`src/rtl/bus_arbiter_rr_pkg.sv`:
```
// Shared bus arbiter definitions: master count, owner encoding, FSM states,
// active-low grant levels and an owner-to-one-hot helper.
package bus_arbiter_rr_pkg;

    localparam int BUS_MASTER_CH = 4;
    localparam int BUS_OWNER_W   = 2;

    typedef logic [BUS_OWNER_W-1:0] bus_owner_t;

    typedef enum logic {
        BUS_ARB_STATE_IDLE = 1'b0,
        BUS_ARB_STATE_BUSY = 1'b1
    } bus_arb_state_e;

    localparam logic ENABLE_  = 1'b0;
    localparam logic DISABLE_ = 1'b1;

    function automatic logic [BUS_MASTER_CH-1:0] owner_onehot(input bus_owner_t idx);
        logic [BUS_MASTER_CH-1:0] one;
        one = {{(BUS_MASTER_CH-1){1'b0}}, 1'b1};
        return one << idx;
    endfunction

endpackage

```
`src/rtl/bus_arbiter_rr_pick.sv`:
```
// Combinational round-robin picker: first active, non-excluded request
// scanning last+1, last+2, ... modulo the master count.
import bus_arbiter_rr_pkg::*;

module bus_arb_rr_pick (
    input  logic [BUS_MASTER_CH-1:0] req,
    input  bus_owner_t               last,
    input  logic [BUS_MASTER_CH-1:0] exclude,
    output bus_owner_t               winner,
    output logic                     valid
);

    logic [BUS_MASTER_CH-1:0] elig;
    bus_owner_t               idx;

    assign elig = req & ~exclude;

    always_comb begin
        winner = '0;
        valid  = 1'b0;
        idx    = '0;
        for (int unsigned i = 1; i <= BUS_MASTER_CH; i++) begin
            idx = last + BUS_OWNER_W'(i);
            if (!valid && elig[idx]) begin
                winner = idx;
                valid  = 1'b1;
            end
        end
    end

endmodule

```
`src/rtl/bus_arbiter_rr.sv`:
```
// Four-master round-robin bus arbiter with registered active-low grants.
// Optional ownership timeout is built when BUS_ARB_TIMEOUT_EN is defined.
import bus_arbiter_rr_pkg::*;

module bus_arbiter_rr #(
    parameter int NUM_M     = 4,
    parameter int TO_CYCLES = 256,
    parameter int TO_CNT_W  = 16
) (
    input  logic       clk,
    input  logic       reset_,
    input  logic       m0_req_,
    input  logic       m1_req_,
    input  logic       m2_req_,
    input  logic       m3_req_,
    output logic       m0_grnt_,
    output logic       m1_grnt_,
    output logic       m2_grnt_,
    output logic       m3_grnt_,
    output logic [1:0] owner,
    output logic       busy,
    output logic       to_err
);

    bus_arb_state_e           state;
    bus_owner_t               last;
    logic [NUM_M-1:0]         req;
    logic [NUM_M-1:0]         grnt_q;
    logic [NUM_M-1:0]         pick_exclude;
    bus_owner_t               pick_winner;
    logic                     pick_valid;
    logic                     owner_req;
    logic                     timeout_hit;
    logic                     handover;

    assign req       = ~{m3_req_, m2_req_, m1_req_, m0_req_};
    assign owner_req = req[owner];
    assign handover  = (state == BUS_ARB_STATE_BUSY) && (!owner_req || timeout_hit);

    // A revoked owner sits out exactly one decision; a voluntary release
    // already removes it from req, so the mask only matters on timeout.
    assign pick_exclude = timeout_hit ? owner_onehot(owner) : '0;

    bus_arb_rr_pick u_pick (
        .req     (req),
        .last    (last),
        .exclude (pick_exclude),
        .winner  (pick_winner),
        .valid   (pick_valid)
    );

`ifdef BUS_ARB_TIMEOUT_EN
    logic [TO_CNT_W-1:0] to_cnt;

    assign timeout_hit = (state == BUS_ARB_STATE_BUSY) && owner_req
                       && (to_cnt == TO_CNT_W'(TO_CYCLES - 1));

    always_ff @(posedge clk or negedge reset_) begin
        if (!reset_) begin
            to_cnt <= '0;
            to_err <= 1'b0;
        end else begin
            to_err <= timeout_hit;
            if (state == BUS_ARB_STATE_BUSY && !handover)
                to_cnt <= to_cnt + 1'b1;
            else
                to_cnt <= '0;
        end
    end
`else
    assign timeout_hit = 1'b0;
    assign to_err      = 1'b0;
`endif

    always_ff @(posedge clk or negedge reset_) begin
        if (!reset_) begin
            state  <= BUS_ARB_STATE_IDLE;
            owner  <= '0;
            last   <= bus_owner_t'(NUM_M - 1);
            busy   <= 1'b0;
            grnt_q <= {NUM_M{DISABLE_}};
        end else begin
            case (state)
                BUS_ARB_STATE_IDLE: begin
                    if (pick_valid) begin
                        state  <= BUS_ARB_STATE_BUSY;
                        owner  <= pick_winner;
                        last   <= pick_winner;
                        busy   <= 1'b1;
                        grnt_q <= ~owner_onehot(pick_winner);
                    end
                end
                BUS_ARB_STATE_BUSY: begin
                    if (handover) begin
                        if (pick_valid) begin
                            owner  <= pick_winner;
                            last   <= pick_winner;
                            grnt_q <= ~owner_onehot(pick_winner);
                        end else begin
                            state  <= BUS_ARB_STATE_IDLE;
                            busy   <= 1'b0;
                            grnt_q <= {NUM_M{DISABLE_}};
                        end
                    end
                end
                default: begin
                    state  <= BUS_ARB_STATE_IDLE;
                    busy   <= 1'b0;
                    grnt_q <= {NUM_M{DISABLE_}};
                end
            endcase
        end
    end

    assign m0_grnt_ = grnt_q[0];
    assign m1_grnt_ = grnt_q[1];
    assign m2_grnt_ = grnt_q[2];
    assign m3_grnt_ = grnt_q[3];

    a_cfg: assert property (@(posedge clk)
        (NUM_M == BUS_MASTER_CH) && (TO_CYCLES < (1 << TO_CNT_W)));

    a_grant_onehot: assert property (@(posedge clk) disable iff (!reset_)
        busy ? $onehot(~grnt_q) : (grnt_q == {NUM_M{DISABLE_}}));

endmodule

```
`config.mk`:
```
export PLATFORM = sky130hd
export DESIGN_NAME = bus_arbiter_rr
export DESIGN_NICKNAME = d
export VERILOG_FILES = /design/src/rtl/bus_arbiter_rr_pkg.sv /design/src/rtl/bus_arbiter_rr_pick.sv /design/src/rtl/bus_arbiter_rr.sv
export SDC_FILE = /design/constraint.sdc
export NUM_CORES = 1
export LEC_CHECK = 0
export BUFFER_PORTS_ARGS = -buffer_cell sky130_fd_sc_hd__buf_2
export CORE_AREA = 2 2 39 41
export CTS_BUF_LIST = sky130_fd_sc_hd__clkbuf_8
export DETAILED_ROUTE_END_ITERATION = 12
export DIE_AREA = 0 0 41 43
export PLACE_DENSITY = 0.67
export SLEW_MARGIN = 20
export SYNTH_ARGS = -nofsm -noshare
export SYNTH_HDL_FRONTEND = slang
export SYNTH_SLANG_ARGS = --single-unit
```
`constraint.sdc`:
```
create_clock -name clk -period 3.6 [get_ports clk]
set_clock_uncertainty 0.05 [all_clocks]
set_input_delay 0.36 -clock clk [delete_from_list [all_inputs] [get_ports clk]]
set_output_delay 0.36 -clock clk [all_outputs]
set_load 0.05 [all_outputs]
```
==> results of run 1 <==
==> metal layers <==
layer  global-route usage, %  up-vias  wire length [microns]  part of all wire (%)
met4                    12.0        0                     13                   1.2
met2                    20.0        6                    514                    49
met5                       0        -                      0                     0
li1                        -      229                      -                     -
met3                    4.71        2                     37                   3.5
met1                    19.8      226                    488                    46
==> worst max-delay path, cell delays in order, from the launching register on <==
cell and delay [ns]:
dfstp_2 0.56, nor2_1 0.06, a211o_1 0.29, a32oi_4 0.30, a21oi_1 0.11, o221a_1 0.24
==> cell families (layout without fill, tap and decap cells) <==
family,after synthesis,in the layout,share of synthesized area (%)
compound gates,15,15,24.6
mux,1,1,3.99
flops,10,10,45.7
other cells,1,1,0.665
buf+inv,4,20,3.33
simple gates,25,25,21.7
==> area by class of cell <==
type | instances | area, sq um
fill | 138 | 682
multi-input combinational | 42 | 288
sequential | 10 | 258
timing repair buffer | 13 | 70.1
clock buffer | 4 | 55.1
tap | 16 | 20.0
inverter | 3 | 11.3
==> through the flow <==
stage                     power (uW)  instance area [sq um]  hold WS, ns
after floorplan                  497                    564       0.0144
after global placement           560                    637        0.175
after detailed placement         564                    637        0.179
after CTS                        710                    702        0.453
after global routing             750                    702        0.474
final                            702                    702        0.448
==> worst max-delay path by stage <==
stage | start | end | slack [ns]
CTS | last[0] | grnt_q[2] | 1.91
global placement | m3_req_ | grnt_q[3] | 1.87
floorplan | owner[0] | grnt_q[3] | 1.70
finish | last[0] | grnt_q[2] | 1.92
detailed placement | m3_req_ | grnt_q[3] | 1.87
global route | last[0] | grnt_q[0] | 1.81
==> where the power goes <==
part	leakage, uW	total [uW]	switching (uW)	internal [uW]
registers	0.000107	214	37.4	177
logic	0.000175	347	225	122
clock network	0.0000288	141	44.9	96.2
==> flip-flops by register name, indices dropped and copies added, names as in the netlist <==
register / count
grnt_q: 4
last: 2
owner: 2
busy: 1
state: 1
==> what timing repair did <==
item                                   CTS  global route
gates resized for setup                  0             0
endpoints found under the hold margin    4             0
hold buffers                             1             0
==> layout by cell type, fill, tap and decap left out, drive strengths merged <==
master,Yosys,final
a211o,1,1
a21oi,7,7
a221oi,1,1
a2bb2oi,1,1
a32oi,1,1
buf,1,12
clkbuf,0,4
conb,1,1
dfrtp,4,4
dfstp,6,6
dlygate4sd3,0,1
inv,3,3
mux4,1,1
nand2,8,8
nand2b,1,1
nand3,2,2
nand4,1,1
nor2,10,10
nor2b,2,2
nor3,1,1
o21a,1,1
o221a,2,2
o221ai,1,1
==> flow_summary.json, run 1 <==
{
  "status": "finished, final reports clean",
  "synth_nets": 62,
  "avgRoutedWirePerCell_microns": 12.0,
  "clkSinkCount": 10,
  "antenna_found_initial": 0,
  "netlist.top_cell.by_area": "dfstp_2",
  "die_w_microns": 41,
  "min_path_type": "flop to flop",
  "clock_path_buffers": 2,
  "min_path_cells": 2,
  "synth_area_sq_um": 564,
  "place_hpwl_microns": 775,
  "maxCapViolCount": 0,
  "critPathRequiredTime_ns": 3.71,
  "ant_nets": 0,
  "cts_tree": "built",
  "port_buffers": 12,
  "ys_types": 23,
  "grt_usage_pct": 15.3,
  "cts_setup_buffers": 0,
  "rsz0062_at_grt": "no",
  "finalSetupTns_ns": 0,
  "regToRegStartpoint": "last[0]",
  "seq_area_frac_synth_pct": 45.7,
  "synth_area_per_cell_sq_um": 10.1,
  "worstPathArrival_ns": 1.79,
  "via_count": 463,
  "ff2ff_path_depth": 5,
  "drc": 0,
  "grt_pass1_vias": 407,
  "startpoint_type": "flop",
  "hold_start": "last[1]",
  "coreArea_sq_um": 1380,
  "ys_ff_latch": 10,
  "antennaDiodeCount": 0,
  "rrSetupSlack_ns": 1.92,
  "gr-total-overflow": 0,
  "grt_first_pass_wirelength_microns": 1740,
  "synth_cells": 56,
  "place_congestion": 0.803,
  "synth_async_sr_flop_share_pct": 100,
  "synthTopCellsByArea": "dfstp_2 (28%), dfrtp_1 (18%), nor2_1 (6.7%)",
  "dpl.cell_count": 83,
  "yosysMostFrequentCell": "nor2_1",
  "vdd.ir_drop.worst_v": 0.000448,
  "first_pass_iters": 3,
  "drt-total-wl_microns": 1050,
  "num-nets-final": 79,
  "ios": 14,
  "cts_buffers": 3,
  "max_freq_ghz": 0.595,
  "cts.clk_slew.worst_paths_ns": 0.05,
  "powerDensity_nw_per_um2": 1000,
  "drt_iter0_drc": 7,
  "synth_common_cells": "nor2_1 (10), nand2_1 (8), a21oi_1 (6), dfstp_2 (6), dfrtp_1 (4)",
  "min_period_ns": 1.68,
  "setup_violations": 0,
  "drive_gt1_share_pct": 40.3,
  "rows": 14,
  "final_util_pct": 50.7,
  "critPathCaptureType": "flop",
  "power.leakage_uw": 0.000311,
  "initial_core_util_pct": 40.8,
  "ys.flop_type": "dfstp_2",
  "fin_crit_sh_pct": 46.7,
  "clock_latency_ns": 0.24,
  "grt_max_degree": 11,
  "path_max_fanout": 7,
  "maxSlewViolCount": 0,
  "yosysWarnings": 0,
  "hold_violations": 0,
  "r2r_end": "grnt_q[2]",
  "fin_ws_ns": 1.92,
  "synth_edf_count": 0,
  "path_class": "flop to flop",
  "fp.dieH_microns": 43,
  "min_to": "last[1]",
  "cts_root_buffer": "clkbuf_8",
  "finalNonFillerCells": 88,
  "area_growth_pct": 24.4,
  "dp_slack_ns": 1.87,
  "viasPerCell": 5.26,
  "htree_levels": 1,
  "yosysTopAreaCellShare_pct": 27.9,
  "fp.dieArea_sq_um": 1760
}
Note: power is estimated with default switching activity, not from simulation.
==> inputs of run 2 (changes only) <==
- PLACE_DENSITY: 0.67 -> 0.69
- clock period: 3.6 -> 1.4 ns (I/O delays scaled with it)
==> run 2 against run 1 <==
The run now ends with negative setup slack left. Power grew to 2.9 times the previous value. Combinational power grew to 3.4 times the previous value. Non-clock buffer count up 16. Via count rose by 16%. Routed wire length grew 24%. Worst hold slack lost 0.20 ns. Cell count grew 18%. First-iteration DRC count down 29%. Sequential cell count unchanged.
==> flow_summary.json, run 2 (synthesis gave the netlist of run 1 again) <==
{
  "rows": 14,
  "finalNonFillerCells": 104,
  "status": "finished, violations left",
  "place_hpwl_microns": 987,
  "final_common_cell": "buf_4",
  "area_growth_pct": 49.2,
  "critPathCaptureType": "flop",
  "maxSlewViolCount": 0,
  "violations": "negative setup slack",
  "most-common-layout-cells": "buf_4 (16), buf_2 (12), nor2_1 (10), nand2_1 (7), dfstp_2 (6)",
  "num-nets-final": 95,
  "worstPathArrival_ns": 1.70,
  "cts_tree": "built",
  "ios": 14,
  "layout.area.seq_sq_um": 259,
  "grt_usage_pct": 17.9,
  "grt_first_pass_wirelength_microns": 2110,
  "initial_core_util_pct": 40.8,
  "path_max_fanout": 7,
  "critical-path-max-stage-delay_ns": 0.55,
  "min_path_type": "input pin to async pin",
  "grt_max_degree": 11,
  "die_w_microns": 41,
  "path_class": "flop to flop",
  "ant_nets": 0,
  "largest-register": "grnt_q",
  "first_pass_iters": 4,
  "antenna_found_initial": 0,
  "clock_latency_ns": 0.23,
  "power.total_uw": 2030,
  "rrSetupSlack_ns": -0.19,
  "drc": 0,
  "fp.dieH_microns": 43,
  "antennaDiodeCount": 0,
  "drive_gt1_share_pct": 55.7,
  "power.leakage_uw": 0.000393,
  "via_count": 535,
  "startpoint_type": "flop",
  "multiInputGateArea_sq_um": 317,
  "cts_root_buffer": "clkbuf_8",
  "clkSinkCount": 10,
  "critPathRequiredTime_ns": 1.51,
  "avgRoutedWirePerCell_microns": 12.6,
  "fin_ws_ns": -0.194,
  "min_period_ns": 1.59,
  "max_freq_ghz": 0.627,
  "dpl.cell_count": 96,
  "top_regs": "grnt_q: 4 flops, last: 2 flops, owner: 2 flops",
  "ff2ff_path_depth": 5,
  "drt_iter0_drc": 5,
  "largest_register_ff_count": 4,
  "drt-total-wl_microns": 1310,
  "place_congestion": 0.813,
  "gr-total-overflow": 0,
  "cts_buffers": 3,
  "r2r_end": "grnt_q[2]",
  "hold_violations": 0,
  "cts.clk_slew.worst_paths_ns": 0.05,
  "maxCapViolCount": 0,
  "port_buffers": 12,
  "coreArea_sq_um": 1380,
  "nFillCells": 121,
  "fp.dieArea_sq_um": 1760,
  "cp_cell_sequence": "nor2_1 > a211o_1 > a32oi_4 > a21oi_2 > o221a_1",
  "regToRegStartpoint": "last[0]",
  "viasPerCell": 5.14,
  "htree_levels": 1,
  "clock_path_buffers": 2,
  "fin_crit_sh_pct": 114,
  "rsz0062_at_grt": "yes",
  "vdd.ir_drop.worst_v": 0.00145,
  "setup_violations": 8,
  "powerDensity_nw_per_um2": 2410,
  "cp_slowest_cell": "dfstp_2",
  "grt_pass1_vias": 487
}
[run 2: changes by cell type in the layout (fill, tap and decap cells not counted), sizes merged]
cell,change
inv,+1
buf,+16
clkbuf,-1
[run 2: critical path: cells and delay by family, from the launching register on]
kind | cells | cell delay [ns]
AO/OA/AOI/OAI | 4 | 0.86
AND/OR/NAND/NOR | 1 | 0.05
flip-flops | 1 | 0.55
[run 2: per-stage QoR]
stage / cell area, sq um / setup WS [ns] / TNS, ns / utilization, % / hold slack [ns]
floorplan: 572 / -0.326 / -1.86 / - / -0.206
global placement: 742 / -0.162 / -0.837 / 53.6 / -0.0441
detailed placement: 742 / -0.246 / -1.17 / 53.6 / -0.0398
CTS: 837 / -0.216 / -1.17 / 60.5 / 0.247
global route: 842 / -0.260 / -1.66 / 60.8 / 0.260
finish: 842 / -0.194 / -1.06 / 60.8 / 0.245
[run 2: where the power goes]
| group | switching (uW) | total [uW] | internal (uW) |
|---|---|---|---|
| sequential | 94.5 | 552 | 457 |
| combinational | 673 | 1180 | 507 |
| clock | 103 | 294 | 191 |
[run 2: repair_timing]
action,4_1_cts,5_1_grt
hold buffers,1,0
pin swaps,7,1
endpoints found under the setup margin,8,8
gates cloned,0,0
resized for setup,5,1
buffers inserted,3,0
hold endpoints to repair,10,0
[run 2: worst max path at each step]
stage	startpoint	to	slack, ns
3_3_place_gp	last[0]	grnt_q[0]	-0.16
2_1_floorplan	owner[0]	grnt_q[3]	-0.33
3_5_place_dp	last[0]	grnt_q[2]	-0.25
6_report	last[0]	grnt_q[2]	-0.19
5_1_grt	last[0]	grnt_q[3]	-0.26
4_1_cts	last[0]	grnt_q[2]	-0.22
[run 2: routing by layer]
| layer | global-route usage [%] | share of wire, % |
|---|---|---|
| met2 | 29.7 | 53 |
| met4 | 2.00 | 0 |
| met1 | 20.3 | 42 |
| met3 | 9.42 | 4.6 |
| met5 | 0 | 0 |
[run 2: cell type report]
class	instances	share of cell area, %
Multi-Input combinational cell	42	37.6
Clock buffer	3	4.90
Sequential cell	10	30.8
Inverter	3	1.34
Timing Repair Buffer	29	22.6
Clock inverter	1	0.446
Tap cell	16	2.38
==> inputs of run 3 (changes only) <==
- SETUP_SLACK_MARGIN: not set -> 0.5
==> run 3 against run 2 <==
The run still ends with negative setup slack left. Largest cell class is now buffers. Core utilization is 15 points higher. Non-clock buffer count grew 8. Power is 22% higher. Cell area grew 25%. Sequential share of layout area shrank 6.0 points. Clock power grew 25%. Maximum frequency is 1.1% higher. Routed wire length is 30% higher.
==> flow_summary.json, run 3 (synthesis gave the netlist of run 1 again) <==
{
  "clkPwrFrac_pct": 14.9,
  "min_period_ns": 1.58,
  "htree_levels": 1,
  "num-nets-final": 103,
  "clock_path_buffers": 2,
  "multiInputGateArea_sq_um": 342,
  "layout.area.seq_sq_um": 260,
  "r2r_end": "grnt_q[3]",
  "fin_crit_sh_pct": 113,
  "port_buffers": 12,
  "hold_violations": 0,
  "fp.dieArea_sq_um": 1760,
  "rsz0062_at_grt": "yes",
  "drt-total-wl_microns": 1700,
  "cts_root_buffer": "clkbuf_8",
  "area_growth_pct": 86.5,
  "antennaDiodeCount": 0,
  "clkSinkCount": 10,
  "final_util_pct": 76.0,
  "rrSetupSlack_ns": -0.18,
  "max_freq_ghz": 0.634,
  "power.leakage_uw": 0.000477,
  "ios": 14,
  "place_congestion": 0.845,
  "min_path_type": "input pin to async pin",
  "violations": "negative setup slack",
  "path_class": "flop to flop",
  "fin_ws_ns": -0.177,
  "setup_violations": 8,
  "power.switching_uw": 1020,
  "combPwrFrac_pct": 61.7,
  "maxSlewViolCount": 0,
  "final_common_cell": "buf_4",
  "grt_usage_pct": 20.9,
  "sw_frac_of_total_pct": 41.1,
  "largest_register_ff_count": 4,
  "clock_latency_ns": 0.24,
  "finalSetupTns_ns": -0.954,
  "ant_nets": 0,
  "place_hpwl_microns": 995,
  "drc": 0,
  "worstPathArrival_ns": 1.70,
  "die_w_microns": 41,
  "critical-path-max-stage-delay_ns": 0.51,
  "grt_pass1_vias": 556,
  "vdd.ir_drop.worst_v": 0.00145,
  "drive_gt1_share_pct": 66.7,
  "largest-register": "grnt_q",
  "most-common-layout-cells": "buf_4 (18), buf_6 (11)",
  "cts_buffers": 3,
  "gr-total-overflow": 0,
  "maxCapViolCount": 0,
  "antenna_found_initial": 0,
  "ff2ff_path_depth": 5,
  "status": "finished, violations left",
  "critPathCaptureType": "flop",
  "nFillCells": 86,
  "path_max_fanout": 5,
  "initial_core_util_pct": 40.8,
  "grt_max_degree": 11,
  "grt_first_pass_wirelength_microns": 2390,
  "startpoint_type": "flop",
  "fin_area_sq_um": 1050,
  "p_int_uw": 1460,
  "p_seq_share_pct": 23.4,
  "powerDensity_nw_per_um2": 2350,
  "cp_slowest_cell": "mux4_2",
  "via_count": 582,
  "avgRoutedWirePerCell_microns": 15.2,
  "rows": 14,
  "fp.dieH_microns": 43,
  "first_pass_iters": 4,
  "cts_tree": "built",
  "critPathRequiredTime_ns": 1.52,
  "cts.clk_slew.worst_paths_ns": 0.05,
  "dp_slack_ns": -0.200,
  "viasPerCell": 5.20,
  "coreArea_sq_um": 1380,
  "drt_iter0_drc": 4,
  "placed_cell_area_sq_um": 751,
  "hold_ws_ns": 0.248,
  "top_regs": "grnt_q: 4 flops, last: 2 flops, owner: 2 flops",
  "cp_cell_sequence": "mux4_2 > nand2b_4 > o21a_4 > nor2b_4 > a21oi_2",
  "regToRegStartpoint": "owner[0]"
}
## run 3: cell count changes in the layout (fill, tap and decap cells not counted), sizes merged
cell	previous run	this run
buf	28	36
clkbuf	3	4
inv	4	3
## run 3: power groups by stage
stage / registers, uW / clock network (uW) / logic [uW]
floorplan: 826 / 0 / 470
global placement: 551 / 0 / 1060
global route: 596 / 395 / 1600
detailed placement: 557 / 0 / 1080
finish: 580 / 368 / 1530
CTS: 575 / 367 / 1340
## run 3: area by class of cell
cell class,instances,area share [%]
clock buffers,4,5.23
repair buffers,37,34.6
inverters,3,1.07
multi-input cells,42,32.5
well taps,16,1.90
flip-flops and latches,10,24.7
## run 3: what timing repair did
item | CTS | global route
hold buffers | 1 | 0
buffers inserted | 6 | 4
endpoints found under the setup margin | 16 | 16
resized for setup | 25 | 21
endpoints found under the hold margin | 10 | 0
pin swaps | 8 | 6
## run 3: how the worst max path moves through the flow
| stage | start | to | slack [ns] |
|---|---|---|---|
| 6_report | owner[0] | grnt_q[3] | -0.18 |
| 5_1_grt | last[0] | grnt_q[0] | -0.24 |
| 4_1_cts | last[0] | grnt_q[0] | -0.16 |
| 3_5_place_dp | last[0] | grnt_q[0] | -0.20 |
| 3_3_place_gp | last[0] | grnt_q[0] | -0.19 |
| 2_1_floorplan | owner[0] | grnt_q[3] | -0.33 |
## run 3: routing by layer
| layer | share of wire [%] | track usage, % | vias to the layer above |
|---|---|---|---|
| met5 | 0 | 0 | - |
| met4 | 0 | 11.3 | 0 |
| met3 | 2.2 | 6.81 | 0 |
| met2 | 56 | 31.6 | 11 |
| met1 | 42 | 25.0 | 294 |
| li1 | - | - | 277 |
## run 3: critical path, delay by kind of cell (launching register included)
family           cells  cell delay (ns)
multiplexers         1             0.51
flip-flops           1             0.37
AND/OR/NAND/NOR      2             0.32
AO/OA/AOI/OAI        2             0.27
## run 3: stage by stage
step           total power [uW]  instances
6_report                   2470        112
5_1_grt                    2590        112
4_1_cts                    2280        108
3_5_place_dp               1640         97
3_3_place_gp               1610         97
2_1_floorplan              1300         56
